File: config.mk
export PLATFORM = sky130hd
export DESIGN_NAME = collision_response
export DESIGN_NICKNAME = d
export VERILOG_FILES = /design/src/rtl/collision_response.sv
export SDC_FILE = /design/constraint.sdc
export NUM_CORES = 1
export LEC_CHECK = 0
export BUFFER_PORTS_ARGS = -buffer_cell sky130_fd_sc_hd__buf_2
export CAP_MARGIN = 30
export CORE_MARGIN = 3
export CORE_UTILIZATION = 55
export CTS_CLUSTER_SIZE = 14
export DETAILED_ROUTE_END_ITERATION = 6
export GPL_ROUTABILITY_DRIVEN = 0
export PLACE_DENSITY_LB_ADDON = 0.08
export SYNTH_ARGS = -nofsm -noshare
export SYNTH_HDL_FRONTEND = slang
export SYNTH_SLANG_ARGS = --single-unit
export TNS_END_PERCENT = 1
File: constraint.sdc
create_clock -name clk -period 5.6 [get_ports clk]
set_clock_uncertainty 0.15 [all_clocks]
set_input_delay 0.28 -clock clk [delete_from_list [all_inputs] [get_ports clk]]
set_output_delay 0.28 -clock clk [all_outputs]
set_load 0.01 [all_outputs]
File: src/rtl/collision_response.sv
// Snake game controller: turns apple/body collision flags into growth,
// BCD scoring, an apple relocation handshake and the game state machine.
module collision_response #(
    parameter int INIT_LEN = 3,
    parameter int MAX_LEN  = 50
) (
    input  logic       clk,
    input  logic       nRst,
    input  logic       start,
    input  logic       moveTick,
    input  logic       goodColl,
    input  logic       badColl,
    input  logic       appleAck,
    output logic [1:0] state,
    output logic       grow,
    output logic       appleReq,
    output logic [6:0] length,
    output logic [3:0] scoreOnes,
    output logic [3:0] scoreTens,
    output logic       gameOver,
    output logic       win
);

    typedef enum logic [1:0] {
        ST_IDLE = 2'd0,
        ST_RUN  = 2'd1,
        ST_OVER = 2'd2,
        ST_WIN  = 2'd3
    } state_t;

    localparam logic [6:0] LP_INIT = 7'(INIT_LEN);
    localparam logic [6:0] LP_MAX  = 7'(MAX_LEN);

    state_t     r_state,    w_stateN;
    logic       r_startQ;
    logic       r_goodSeen, w_goodSeenN;
    logic       r_badSeen,  w_badSeenN;
    logic       r_grow,     w_growN;
    logic       r_appleReq, w_appleReqN;
    logic [6:0] r_length,   w_lengthN;
    logic [3:0] r_ones,     w_onesN;
    logic [3:0] r_tens,     w_tensN;

    logic       w_startEdge;
    logic       w_goodNow;
    logic       w_goodEff;
    logic       w_badEff;
    logic [6:0] w_lenInc;
    logic [3:0] w_onesInc;
    logic [3:0] w_tensInc;

    assign w_startEdge = start & ~r_startQ;
    // An apple already being relocated must not be eaten again
    assign w_goodNow   = goodColl & ~r_appleReq;
    assign w_goodEff   = r_goodSeen | w_goodNow;
    assign w_badEff    = r_badSeen | badColl;
    assign w_lenInc    = r_length + 7'd1;

    always_comb begin
        w_onesInc = r_ones + 4'd1;
        w_tensInc = r_tens;
        if (r_ones == 4'd9) begin
            w_onesInc = 4'd0;
            w_tensInc = (r_tens == 4'd9) ? 4'd0 : r_tens + 4'd1;
        end
    end

    always_comb begin
        w_stateN    = r_state;
        w_goodSeenN = r_goodSeen;
        w_badSeenN  = r_badSeen;
        w_growN     = 1'b0;
        w_appleReqN = r_appleReq;
        w_lengthN   = r_length;
        w_onesN     = r_ones;
        w_tensN     = r_tens;

        if (r_appleReq && appleAck) begin
            w_appleReqN = 1'b0;
        end

        unique case (r_state)
            ST_IDLE: begin
                if (w_startEdge) begin
                    w_stateN    = ST_RUN;
                    w_lengthN   = LP_INIT;
                    w_onesN     = 4'd0;
                    w_tensN     = 4'd0;
                    w_goodSeenN = 1'b0;
                    w_badSeenN  = 1'b0;
                    w_appleReqN = 1'b0;
                end
            end
            ST_RUN: begin
                if (moveTick) begin
                    w_goodSeenN = 1'b0;
                    w_badSeenN  = 1'b0;
                    if (w_badEff) begin
                        w_stateN = ST_OVER;
                    end else if (w_goodEff) begin
                        w_growN     = 1'b1;
                        w_lengthN   = w_lenInc;
                        w_onesN     = w_onesInc;
                        w_tensN     = w_tensInc;
                        w_appleReqN = 1'b1;
                        if (w_lenInc == LP_MAX) begin
                            w_stateN = ST_WIN;
                        end
                    end
                end else begin
                    w_goodSeenN = r_goodSeen | w_goodNow;
                    w_badSeenN  = r_badSeen | badColl;
                end
            end
            ST_OVER, ST_WIN: begin
                if (w_startEdge) begin
                    w_stateN = ST_IDLE;
                end
            end
            default: begin
                w_stateN = ST_IDLE;
            end
        endcase
    end

    always_ff @(posedge clk or negedge nRst) begin
        if (!nRst) begin
            r_state    <= ST_IDLE;
            r_startQ   <= 1'b1;
            r_goodSeen <= 1'b0;
            r_badSeen  <= 1'b0;
            r_grow     <= 1'b0;
            r_appleReq <= 1'b0;
            r_length   <= LP_INIT;
            r_ones     <= 4'd0;
            r_tens     <= 4'd0;
        end else begin
            r_state    <= w_stateN;
            r_startQ   <= start;
            r_goodSeen <= w_goodSeenN;
            r_badSeen  <= w_badSeenN;
            r_grow     <= w_growN;
            r_appleReq <= w_appleReqN;
            r_length   <= w_lengthN;
            r_ones     <= w_onesN;
            r_tens     <= w_tensN;
        end
    end

    assign state     = r_state;
    assign grow      = r_grow;
    assign appleReq  = r_appleReq;
    assign length    = r_length;
    assign scoreOnes = r_ones;
    assign scoreTens = r_tens;
    assign gameOver  = (r_state == ST_OVER);
    assign win       = (r_state == ST_WIN);

endmodule

; ---- After elaboration in Yosys (flattened, before gate mapping)
; Index checks and enable logic that the tools add are counted.
[word_totals]
word_cells = 79
in_bits = 7
reg_bits = 22
[op_classes]
n_reduce_logical = 8
add_sub_neg = 3
muxes = 39
eq_ne = 14
bitwise_logic = 6
[ops]
columns = operator, n
row1 = two-way mux 4 bit, 10
row2 = two-way mux 7 bit, 4
row3 = one-hot mux 4 bit (2 select lines), 2
row4 = one-hot mux 7 bit (2 select lines), 1
row5 = two-way mux 1 bit, 12
row6 = two-way mux 2 bit, 6
row7 = != test 2 bit (second input constant), 6
row8 = AND reduction 5 bit, 2
row9 = adder 4 x 1 -> 4 bit (second input constant), 2
row10 = == test 4 bit (second input constant), 2
row11 = adder 7 x 1 -> 7 bit (second input constant), 1
row12 = == test 7 x 6 -> 1 bit (second input constant), 1
row13 = != test 3 bit (second input constant), 2
row14 = one-hot mux 1 bit (2 select lines), 3
row15 = one-hot mux 2 bit (3 select lines), 1
row16 = AND reduction 6 bit, 1
row17 = == test 2 bit (second input constant), 2
row18 = AND 1 bit, 2
row19 = == test 2 x 1 -> 1 bit (second input constant), 1
row20 = zero test 2 bit, 1
row21 = NOT 1 bit, 2
row22 = bitwise OR 1 bit, 2
row23 = AND reduction 2 bit, 1
row24 = nonzero test 2 bit, 1
row25 = other kinds (2), 2

; ---- Logic depth before layout (Yosys ltp)
; Gate-level depths: netlist of run 1.
[depth]
depth_word = 7
mapped_depth = 7
mapped_depth_nobuf = 7

; ---- Worst setup path after synthesis of run 1
; Ideal clock, no wire load.
[synth_timing]
path_kind = reg-to-reg
from = reg r_length[0], in the netlist length[0]
to = reg r_state[1], in the netlist state[1]
stages_incl_launch_ff = 8
path_buffers = 1
path_slack_ns = 3.782
required_time_ns = 5.355
arrival_time_ns = 1.572
path_cell_list = dfstp_2 ha_1 clkbuf_1 and2_1 a21oi_1 o22ai_1 a21oi_1 o31ai_1
[synth_via]
elab_chain_cells = 4
[synth_lines]
columns = item, line
row1 = "start, declared", 40  ; logic [6:0] r_length, w_lengthN;
row2 = "start signal, assigned", 144  ; r_length <= w_lengthN;
row3 = adder 7 x 1 -> 7 bit, 57  ; assign w_lenInc = r_length + 7'd1;
row4 = == test 7 x 6 -> 1 bit, 106  ; if (w_lenInc == LP_MAX) begin
row5 = != test 3 bit (no line), --
row6 = AND reduction 5 bit (no line), --
row7 = "end signal, assigned", 138  ; r_state <= w_stateN;
row8 = "end, declared", 34  ; state_t r_state, w_stateN;
; No other way between the ends.
; A chain may end at the register's enable or synchronous reset.

; ---- Final worst setup path of run 1
[layout_timing]
from = in start
to = reg r_ones[1], in the netlist scoreOnes[1]
[layout_via]
elab_chain_cells = 3
[layout_lines]
columns = item, line
row1 = "start, declared", 9  ; input logic start,
row2 = AND 1 bit, 52  ; assign w_startEdge = start & ~r_startQ;
row3 = != test 2 bit (no line), --
row4 = AND reduction 5 bit (no line), --
row5 = "end signal, assigned", 145  ; r_ones <= w_onesN;
row6 = "end, declared", 41  ; logic [3:0] r_ones, w_onesN;
; No other way between the ends.

==> flow_summary.json, run 1 <==
{
  "yosys.area.top_type_share": 0.3609,
  "max_freq_mhz": 518.6,
  "rows": 17,
  "hold_buffers": 2,
  "die_area_sq_um": 3019,
  "hold_violations": 0,
  "initial_utilization": 0.5899,
  "cts_max_level": 1,
  "syn_nets": 150,
  "vias": 1129,
  "synth-seq-cells": 22,
  "max_stage_delay_ns": 0.52,
  "synth_enable_flop_cells": 0,
  "yosysMostFrequentCell": "dfrtp_1",
  "drive_above_1_share": 0.2788,
  "nNetsFinal": 179,
  "vias_per_cell": 5.850,
  "clk_pin_slew_worst_paths_ns": 0.13,
  "status": "completed",
  "cts_sinks": 22,
  "dr.pass1.iters": 4,
  "fill_cells": 191,
  "cellPowerDensity_nw_per_um2": 476.9,
  "postRouteAntennaNets": 0,
  "p_leak_uw": 0.0007307,
  "ys_warn_count": 0,
  "ff2ff_setup_slack_ns": 3.73,
  "ys_seq_area_frac": 0.4207,
  "synth_flop_cell": "dfrtp_1",
  "finalCritPeriodShare": 0.3443,
  "grt_usage": 0.2009,
  "period_minus_slack_ns": 1.928,
  "whs_ns": 0.06871,
  "wl_per_cell_um": 14.45,
  "r2r_start": "scoreOnes[1]",
  "grt.overflow.total": 0,
  "cts_max_path_buffers": 2,
  "pin_count": 28,
  "cp-startpoint": "start",
  "ys_top_cells_by_area": "dfrtp_1 36%, dfstp_2 6.0%, ha_1 5.7%, o21ai_1 4.2%, nand2_1 3.7%",
  "antenna_found_initial": 0,
  "grt_pass1_wl_um": 4284,
  "drt_wl_total_um": 2789,
  "finalSetupViolCount": 0,
  "grt_pass1_vias": 965,
  "rr_endpoint": "scoreTens[2]",
  "fin_area_sq_um": 1514,
  "die_y_um": 54.95,
  "drc": 0,
  "fin_cells": 193,
  "hpwl_um": 1991,
  "hold_path.class": "primary input to flip-flop",
  "clkLatencyLatePin_ns": 0.31,
  "setup_tns_ns": 0,
  "port_buffers": 27,
  "synth_top_cell_by_area": "dfrtp_1",
  "synthTopCellsByCount": "19 x dfrtp_1, 13 x nand2_1, 11 x o21ai_1",
  "slowest_stage": "dlygate4sd3_1",
  "crit_fanout": 12,
  "syn_inst": 137,
  "synth.avg_cell_area_sq_um": 9.617,
  "relSlewSlack": 0.6618,
  "die_width_um": 54.95,
  "antenna_cells": 0,
  "vdd_drop_max_uv": 323.4,
  "grt_setup_unrepaired": "false",
  "crit_arrival_ns": 2.03,
  "root_buffer": "clkbuf_4",
  "path_class": "primary input to flip-flop",
  "cts_resized": 0,
  "drt-initial-drc-count": 21,
  "drv_cap": 0,
  "synth.distinct_cells": 42,
  "place_area_sq_um": 1458,
  "worst_slew_pin_slew_ns": 0.5074,
  "post_cts_buffers": 0,
  "grt_start_max_net_pins": 23,
  "dp.cells": 187,
  "async_reset_ff_frac": 1.000,
  "r2r_cells": 7,
  "synth_area_sq_um": 1318,
  "required_ns": 5.70,
  "endpoint": "scoreOnes[1]",
  "crit_path_start_kind": "primary input",
  "slew_viol_final": 0,
  "cts_buffers": 3,
  "end_kind": "flip-flop",
  "core-area_sq_um": 2233,
  "path_cells": "dlygate4sd3_1 > buf_2 > and2b_1 > nand2b_1 > a21o_1 > or3_1 > o21ai_1",
  "syn2layout_area_growth_pct": 14.91,
  "cts_tree": "yes"
}
per-stage QoR:
| stage | utilization | power, uW | setup WS, ns |
|---|---|---|---|
| after floorplan | - | 531.9 | 3.782 |
| after global placement | 0.6527 | 622.6 | 3.827 |
| after detailed placement | 0.6527 | 633.9 | 3.770 |
| after CTS | 0.6779 | 725.6 | 3.692 |
| after global routing | 0.6779 | 783.0 | 3.561 |
| final | 0.6779 | 722.0 | 3.672 |
metal layers:
layer	vias to the layer above	routed length (um)	GRT usage
met5	-	0	0
met2	26	1300	0.3071
li1	554	-	-
met1	545	1327	0.2782
met4	0	36	0.1053
met3	4	124	0.02413
layout by cell type (no fill, tap or decap), types with 2 or more instances in the layout:
master,instances
dfstp_2,3
nor3b_1,2
and3_1,2
o22ai_1,2
dfrtp_1,19
o31ai_1,3
nor2_1,9
a21oi_1,5
inv_1,6
nand2_1,13
and2_1,4
o2111ai_2,2
nor2b_4,2
buf_2,27
nor2b_1,2
a31oi_1,4
clkbuf_4,3
inv_2,2
nand3_1,3
o41ai_2,3
xor2_1,2
ha_1,6
nand2b_1,2
nor3_1,2
a21o_1,2
dlygate4sd3_1,2
o21ai_0,7
o21ai_1,11
kinds of logic after synthesis:
logic type,Yosys count,synth area share
AND/OR/NAND/NOR,46,0.1909
adder cells (fa/ha/maj),6,0.05698
buffers and inverters,13,0.04558
AO/OA/AOI/OAI,47,0.2659
flip-flops,22,0.4207
XOR/XNOR,3,0.01995
layout make-up:
cell class                 count  area, sq um  area share
clock buffer                   4        36.28     0.02397
inverter                       8        30.03     0.01983
multi-input combinational    102        703.2      0.4645
sequential                    22        554.3      0.3661
tap                           28        35.03     0.02314
timing repair buffer          29        155.1      0.1025
state kept, by name, indices dropped and copies added, names as in the netlist:
name	count
appleReq	1
grow	1
length	7
r_badSeen	1
r_goodSeen	1
r_startQ	1
scoreOnes	4
scoreTens	4
state	2
critical path: cells and delay by family:
family,cells,cell delay (ns)
compound gates,2,0.40
buf+inv,2,0.63
simple gates,3,0.72
how the worst min path moves through the flow:
stage                        start        end  slack (ns)  cells after the start
after CTS                 appleAck   appleReq        0.06                      3
after floorplan               nRst   appleReq       -0.17                      0
after global placement        nRst   state[0]        0.12                      1
final                     appleAck   appleReq        0.07                      3
after global routing      appleAck   appleReq        0.08                      3
after detailed placement      nRst  r_badSeen        0.12                      1
power by group:
group | internal (uW) | total, uW | leakage [uW] | switching [uW]
logic | 140 | 330 | 0.000424 | 190
registers | 216 | 302 | 0.000285 | 86.0
clock network | 39.7 | 89.5 | 0.0000210 | 49.8
total | 396 | 722 | 0.000731 | 326
Note: power is estimated with default switching activity, not from simulation.
==> inputs of run 2 (changes only) <==
--- a/config.mk
+++ b/config.mk
@@ -8,7 +8,7 @@
 export BUFFER_PORTS_ARGS = -buffer_cell sky130_fd_sc_hd__buf_2
 export CAP_MARGIN = 30
 export CORE_MARGIN = 3
-export CORE_UTILIZATION = 55
+export CORE_UTILIZATION = 53
 export CTS_CLUSTER_SIZE = 14
 export DETAILED_ROUTE_END_ITERATION = 6
 export GPL_ROUTABILITY_DRIVEN = 0
==> constraint.sdc (replaced) <==
create_clock -name clk -period 1.8 [get_ports clk]
set_clock_uncertainty 0.15 [all_clocks]
set_input_delay 0.09 -clock clk [delete_from_list [all_inputs] [get_ports clk]]
set_output_delay 0.09 -clock clk [all_outputs]
set_load 0.01 [all_outputs]
==> run 2 against run 1 <==
Against the previous run: sequential cell count stayed put; wire length is 7.8% higher; worst setup slack worse by 3.6 ns; first-iteration DRC count is 33% higher; sequential share of layout area is 2.6 points lower; clock power grew to 3.1 times the previous value; power grew to 3.3 times the previous value; clock-buffer cell count stayed put; combinational power grew to 3.8 times the previous value; critical path depth stayed put; worst hold slack worse by 0.042 ns; largest power group unchanged; highest routed layer unchanged.
==> flow_summary.json, run 2 (synthesis gave the netlist of run 1 again) <==
{
  "status": "completed",
  "crit_fanout": 8,
  "end_kind": "flip-flop",
  "drc": 0,
  "critPathBufInv": 1,
  "r2r_start": "scoreOnes[1]",
  "slowest_stage": "dfrtp_1",
  "hold_path.class": "primary input to flip-flop",
  "combPwrFrac": 0.512,
  "hpwl_um": 2191,
  "max_freq_mhz": 565.1,
  "required_ns": 1.85,
  "cts_max_level": 1,
  "grt_pass1_wl_um": 5085,
  "clockPowerShare": 0.115,
  "finalCritPeriodShare": 0.9831,
  "grt_start_max_net_pins": 23,
  "p_int_uw": 1347,
  "nNetsFinal": 191,
  "cts_sinks": 22,
  "die_area_sq_um": 3120,
  "die_y_um": 55.86,
  "crit_arrival_ns": 1.82,
  "syn2layout_area_growth_pct": 23.55,
  "drt_wl_total_um": 3006,
  "cts_max_path_buffers": 2,
  "dr.pass1.iters": 4,
  "grt.overflow.total": 0,
  "vdd_drop_max_uv": 968.5,
  "antenna_cells": 0,
  "antenna_found_initial": 0,
  "fin_util": 0.7152,
  "cts_buffers": 3,
  "crit_path_start_kind": "flip-flop",
  "hold_path_depth": 3,
  "hold_violations": 0,
  "clkLatencyLatePin_ns": 0.31,
  "cts_tree": "yes",
  "drt-initial-drc-count": 28,
  "place_area_sq_um": 1525,
  "max_stage_delay_ns": 0.41,
  "final_common_cell": "buf_2",
  "critPathTopFamily": "compound AO/OA/AOI/OAI gates",
  "initial_utilization": 0.5789,
  "vias": 1152,
  "slew_viol_final": 0,
  "finalPower_uw": 2414,
  "cellPowerDensity_nw_per_um2": 1483,
  "grt_pass1_vias": 1105,
  "grt_usage": 0.2049,
  "rows": 17,
  "postRouteAntennaNets": 0,
  "grt_setup_unrepaired": "true",
  "whs_endpoint": "r_badSeen",
  "largest_reg_flops": 7,
  "finalSetupViolCount": 0,
  "worst_slew_pin_slew_ns": 0.5084,
  "power_switching_uw": 1067,
  "drv_cap": 0,
  "rr_endpoint": "scoreTens[2]",
  "fin_area_sq_um": 1628,
  "wl_per_cell_um": 14.66,
  "relSlewSlack": 0.6610,
  "die_width_um": 55.86,
  "hp-start": "badColl",
  "layout_common_cells": "27 x buf_2, 19 x dfrtp_1, 13 x nand2_1, 10 x o21ai_1, 10 x buf_4",
  "path_cells": "inv_1 > ha_1 > nand2_1 > o21a_4 > a211o_4 > o21ai_2 > o41ai_4",
  "pin_count": 28,
  "vias_per_cell": 5.620,
  "drive_above_1_share": 0.3333,
  "clk_pin_slew_worst_paths_ns": 0.13,
  "root_buffer": "clkbuf_4",
  "r2r_cells": 7,
  "dp.cells": 196,
  "path_class": "flip-flop to flip-flop",
  "p_leak_uw": 0.0007914,
  "port_buffers": 27,
  "core-area_sq_um": 2276,
  "period_minus_slack_ns": 1.770,
  "fill_cells": 170,
  "ff2ff_setup_slack_ns": 0.03,
  "fin_cells": 205,
  "pwr-share-seq": 0.373,
  "p_sw_frac": 0.4420
}
-- run 2: stage by stage --
stage                     hold WS (ns)  setup TNS [ns]  setup slack [ns]
after floorplan                -0.3556               0           0.05020
after global placement        -0.07159               0           0.05526
after detailed placement      -0.06285               0           0.03614
after CTS                      0.02512               0          0.003015
after global routing           0.03068        -0.06665          -0.03581
final                          0.02628               0           0.03035
-- run 2: layer usage --
| layer | GRT usage | wire length, um | share of wire |
|---|---|---|---|
| met1 | 0.2849 | 1441 | 0.48 |
| met3 | 0.02784 | 145 | 0.048 |
| met5 | 0 | 0 | 0 |
| met4 | 0.08475 | 62 | 0.021 |
| met2 | 0.3209 | 1357 | 0.45 |
-- run 2: what timing repair did --
item / 4_1_cts / 5_1_grt
hold buffers: 4 / 0
setup endpoints to repair: 0 / 7
resized for setup: 0 / 4
setup buffers: 0 / 1
hold endpoints to repair: 25 / 0
-- run 2: worst max-delay path by stage --
| stage | start | to | slack [ns] | depth (start not counted) |
|---|---|---|---|---|
| floorplan | scoreOnes[1] | scoreTens[3] | 0.05 | 7 |
| global placement | scoreOnes[1] | scoreTens[3] | 0.06 | 6 |
| detailed placement | scoreOnes[1] | scoreTens[2] | 0.04 | 6 |
| CTS | scoreOnes[1] | scoreTens[2] | 0.003 | 6 |
| global route | scoreOnes[1] | scoreTens[2] | -0.04 | 6 |
| finish | scoreOnes[1] | scoreTens[2] | 0.03 | 7 |
-- run 2: power groups by stage --
| stage | Sequential [uW] | Clock [uW] | Combinational, uW |
|---|---|---|---|
| global placement | 889 | 0 | 1160 |
| floorplan | 926 | 0 | 733 |
| detailed placement | 899 | 0 | 1190 |
| CTS | 889 | 290 | 1200 |
| finish | 900 | 277 | 1240 |
| global route | 942 | 311 | 1370 |
-- run 2: layout make-up --
type                       count  area [sq um]  area share
multi-input combinational    102         721.9      0.4435
tap                           28         35.03     0.02152
clock buffer                   4         36.28     0.02229
timing repair buffer          41         250.2      0.1537
inverter                       8         30.03     0.01845
sequential                    22         554.3      0.3405
-- run 2: worst reg2reg max path: cells and delay by family, from the launching register on --
| family | cells | cell delay [ns] |
|---|---|---|
| fa+ha+maj | 1 | 0.14 |
| buf+inv | 1 | 0.08 |
| compound gates | 4 | 0.82 |
| flops | 1 | 0.41 |
| simple gates | 1 | 0.07 |
==> inputs of run 3 (changes only) <==
--- a/config.mk
+++ b/config.mk
@@ -13,6 +13,7 @@
 export DETAILED_ROUTE_END_ITERATION = 6
 export GPL_ROUTABILITY_DRIVEN = 0
 export PLACE_DENSITY_LB_ADDON = 0.08
+export REMOVE_ABC_BUFFERS = 1
 export SYNTH_ARGS = -nofsm -noshare
 export SYNTH_HDL_FRONTEND = slang
 export SYNTH_SLANG_ARGS = --single-unit
==> run 3 against run 2 <==
Against the previous run: utilization grew 1.3 points; design area grew 1.8%; critical path type unchanged; power grew 0.91%; final cell count grew 0.98%; fmax shrank 0.47%; first-iteration DRC count shrank 14%; register-to-register slack is essentially flat; sequential cell count is the same; clock-buffer cell count is the same; global-route usage shrank 0.39 points; combinational power is essentially flat; largest power group unchanged.
==> flow_summary.json, run 3 (synthesis gave the netlist of run 1 again) <==
{
  "drt_wl_total_um": 2902,
  "drv_cap": 0,
  "port_buffers": 27,
  "fin_util": 0.7284,
  "hold_violations": 0,
  "dp.cells": 196,
  "max_freq_mhz": 562.4,
  "wl_per_cell_um": 14.02,
  "cts_max_level": 1,
  "finalSetupViolCount": 0,
  "cts_buffers": 3,
  "layout_common_cells": "27 x buf_2, 19 x dfrtp_1, 12 x nand2_1, 11 x o21ai_1, 11 x buf_4",
  "cellPowerDensity_nw_per_um2": 1469,
  "cts_tree": "yes",
  "clk_pin_slew_worst_paths_ns": 0.13,
  "end_kind": "flip-flop",
  "critPathBufInv": 1,
  "required_ns": 1.87,
  "finalCritPeriodShare": 0.9878,
  "drive_above_1_share": 0.3520,
  "rows": 17,
  "cts_sinks": 22,
  "vias": 1184,
  "dr.pass1.iters": 4,
  "max_stage_delay_ns": 0.41,
  "crit_fanout": 7,
  "die_area_sq_um": 3120,
  "cts_max_path_buffers": 2,
  "nNetsFinal": 193,
  "worst_slew_pin_slew_ns": 0.4949,
  "clkLatencyLatePin_ns": 0.31,
  "grt_setup_unrepaired": "true",
  "grt_usage": 0.2010,
  "vias_per_cell": 5.720,
  "critPathTopFamily": "compound AO/OA/AOI/OAI gates",
  "vdd_drop_max_uv": 974.7,
  "slowest_stage": "dfrtp_1",
  "crit_arrival_ns": 1.85,
  "path_cells": "inv_2 > ha_4 > nand2_4 > o21a_4 > a211o_4 > o41ai_2",
  "period_minus_slack_ns": 1.778,
  "grt.overflow.total": 0,
  "syn2layout_area_growth_pct": 25.83,
  "antenna_cells": 0,
  "slew_viol_final": 0,
  "p_leak_uw": 0.0008145,
  "multiInputGateArea_sq_um": 734.5,
  "setup_tns_ns": 0,
  "antenna_found_initial": 0,
  "grt_start_max_net_pins": 23,
  "fill_cells": 173,
  "place_ws_ns": 0.04946,
  "die_width_um": 55.86,
  "die_y_um": 55.86,
  "initial_utilization": 0.5789,
  "hpwl_um": 2078,
  "crit_path_start_kind": "flip-flop",
  "status": "completed",
  "grt_pass1_vias": 1116,
  "grt_pass1_wl_um": 5078,
  "fin_cells": 207,
  "path_class": "flip-flop to flip-flop",
  "drc": 0,
  "hold_path.class": "primary input to asynchronous set/reset pin",
  "relSlewSlack": 0.6701,
  "drt-initial-drc-count": 24,
  "pin_count": 28,
  "fin_ws_ns": 0.02192,
  "seq_area_sq_um": 554.3,
  "root_buffer": "clkbuf_4",
  "core-area_sq_um": 2276,
  "finalPower_uw": 2436,
  "postRouteAntennaNets": 0,
  "largest_reg_flops": 7,
  "final_common_cell": "buf_2"
}
[run 3: cell count changes in the layout (fill, tap and decap cells not counted)]
cell / before / now
o41ai_1: 1 / 0
inv_1: 6 / 5
dlygate4sd3_1: 4 / 5
o41ai_2: 2 / 4
o21ai_2: 1 / 0
ha_4: 0 / 1
inv_2: 2 / 3
o21ai_1: 10 / 11
buf_4: 10 / 11
nand2_1: 13 / 12
ha_1: 5 / 4
o41ai_4: 1 / 0
nand2_4: 0 / 1
[run 3: cell type report]
cell class / count / area share
Sequential cell: 22 / 0.3343
Timing Repair Buffer: 43 / 0.1615
Tap cell: 28 / 0.02113
Clock buffer: 4 / 0.02189
Inverter: 8 / 0.01811
Multi-Input combinational cell: 102 / 0.4430
[run 3: through the flow]
step | cell area [sq um] | hold slack, ns
after CTS | 1612 | 0.1360
after global routing | 1658 | 0.1550
after floorplan | 1287 | -0.3556
after global placement | 1525 | -0.06691
after detailed placement | 1525 | -0.06038
final | 1658 | 0.1047
[run 3: final timing paths]
check / slack, ns / cells past startpoint / end / startpoint
worst max-delay path: 0.02 / 6 / scoreTens[2] / scoreOnes[1]
worst min-delay path: 0.10 / 2 / scoreTens[2] / nRst
worst max register to register: 0.02 / 6 / scoreTens[2] / scoreOnes[1]
worst min register to register: 0.38 / 1 / scoreTens[3] / scoreTens[3]
max in group asynchronous: 1.03 / 2 / length[1] / nRst
min in group clk: 0.27 / 5 / r_goodSeen / goodColl
[run 3: where the power goes]
part           total [uW]  switching, uW  internal, uW
Clock                 275            151           124
Sequential            896            223           672
Combinational        1270            689           577
[run 3: per-layer routing]
metal / vias up / global-route usage / share of wire
met2: 30 / 0.3243 / 0.49
li1: 578 / - / -
met1: 571 / 0.2761 / 0.45
met4: 0 / 0.07119 / 0.014
met5: - / 0 / 0
met3: 5 / 0.02784 / 0.044
[run 3: what timing repair did]
item                       4_1_cts  5_1_grt
gates resized for setup          0        8
hold endpoints to repair        26        0
buffers inserted                 0        2
hold buffers                     5        0
setup endpoints to repair        0       10
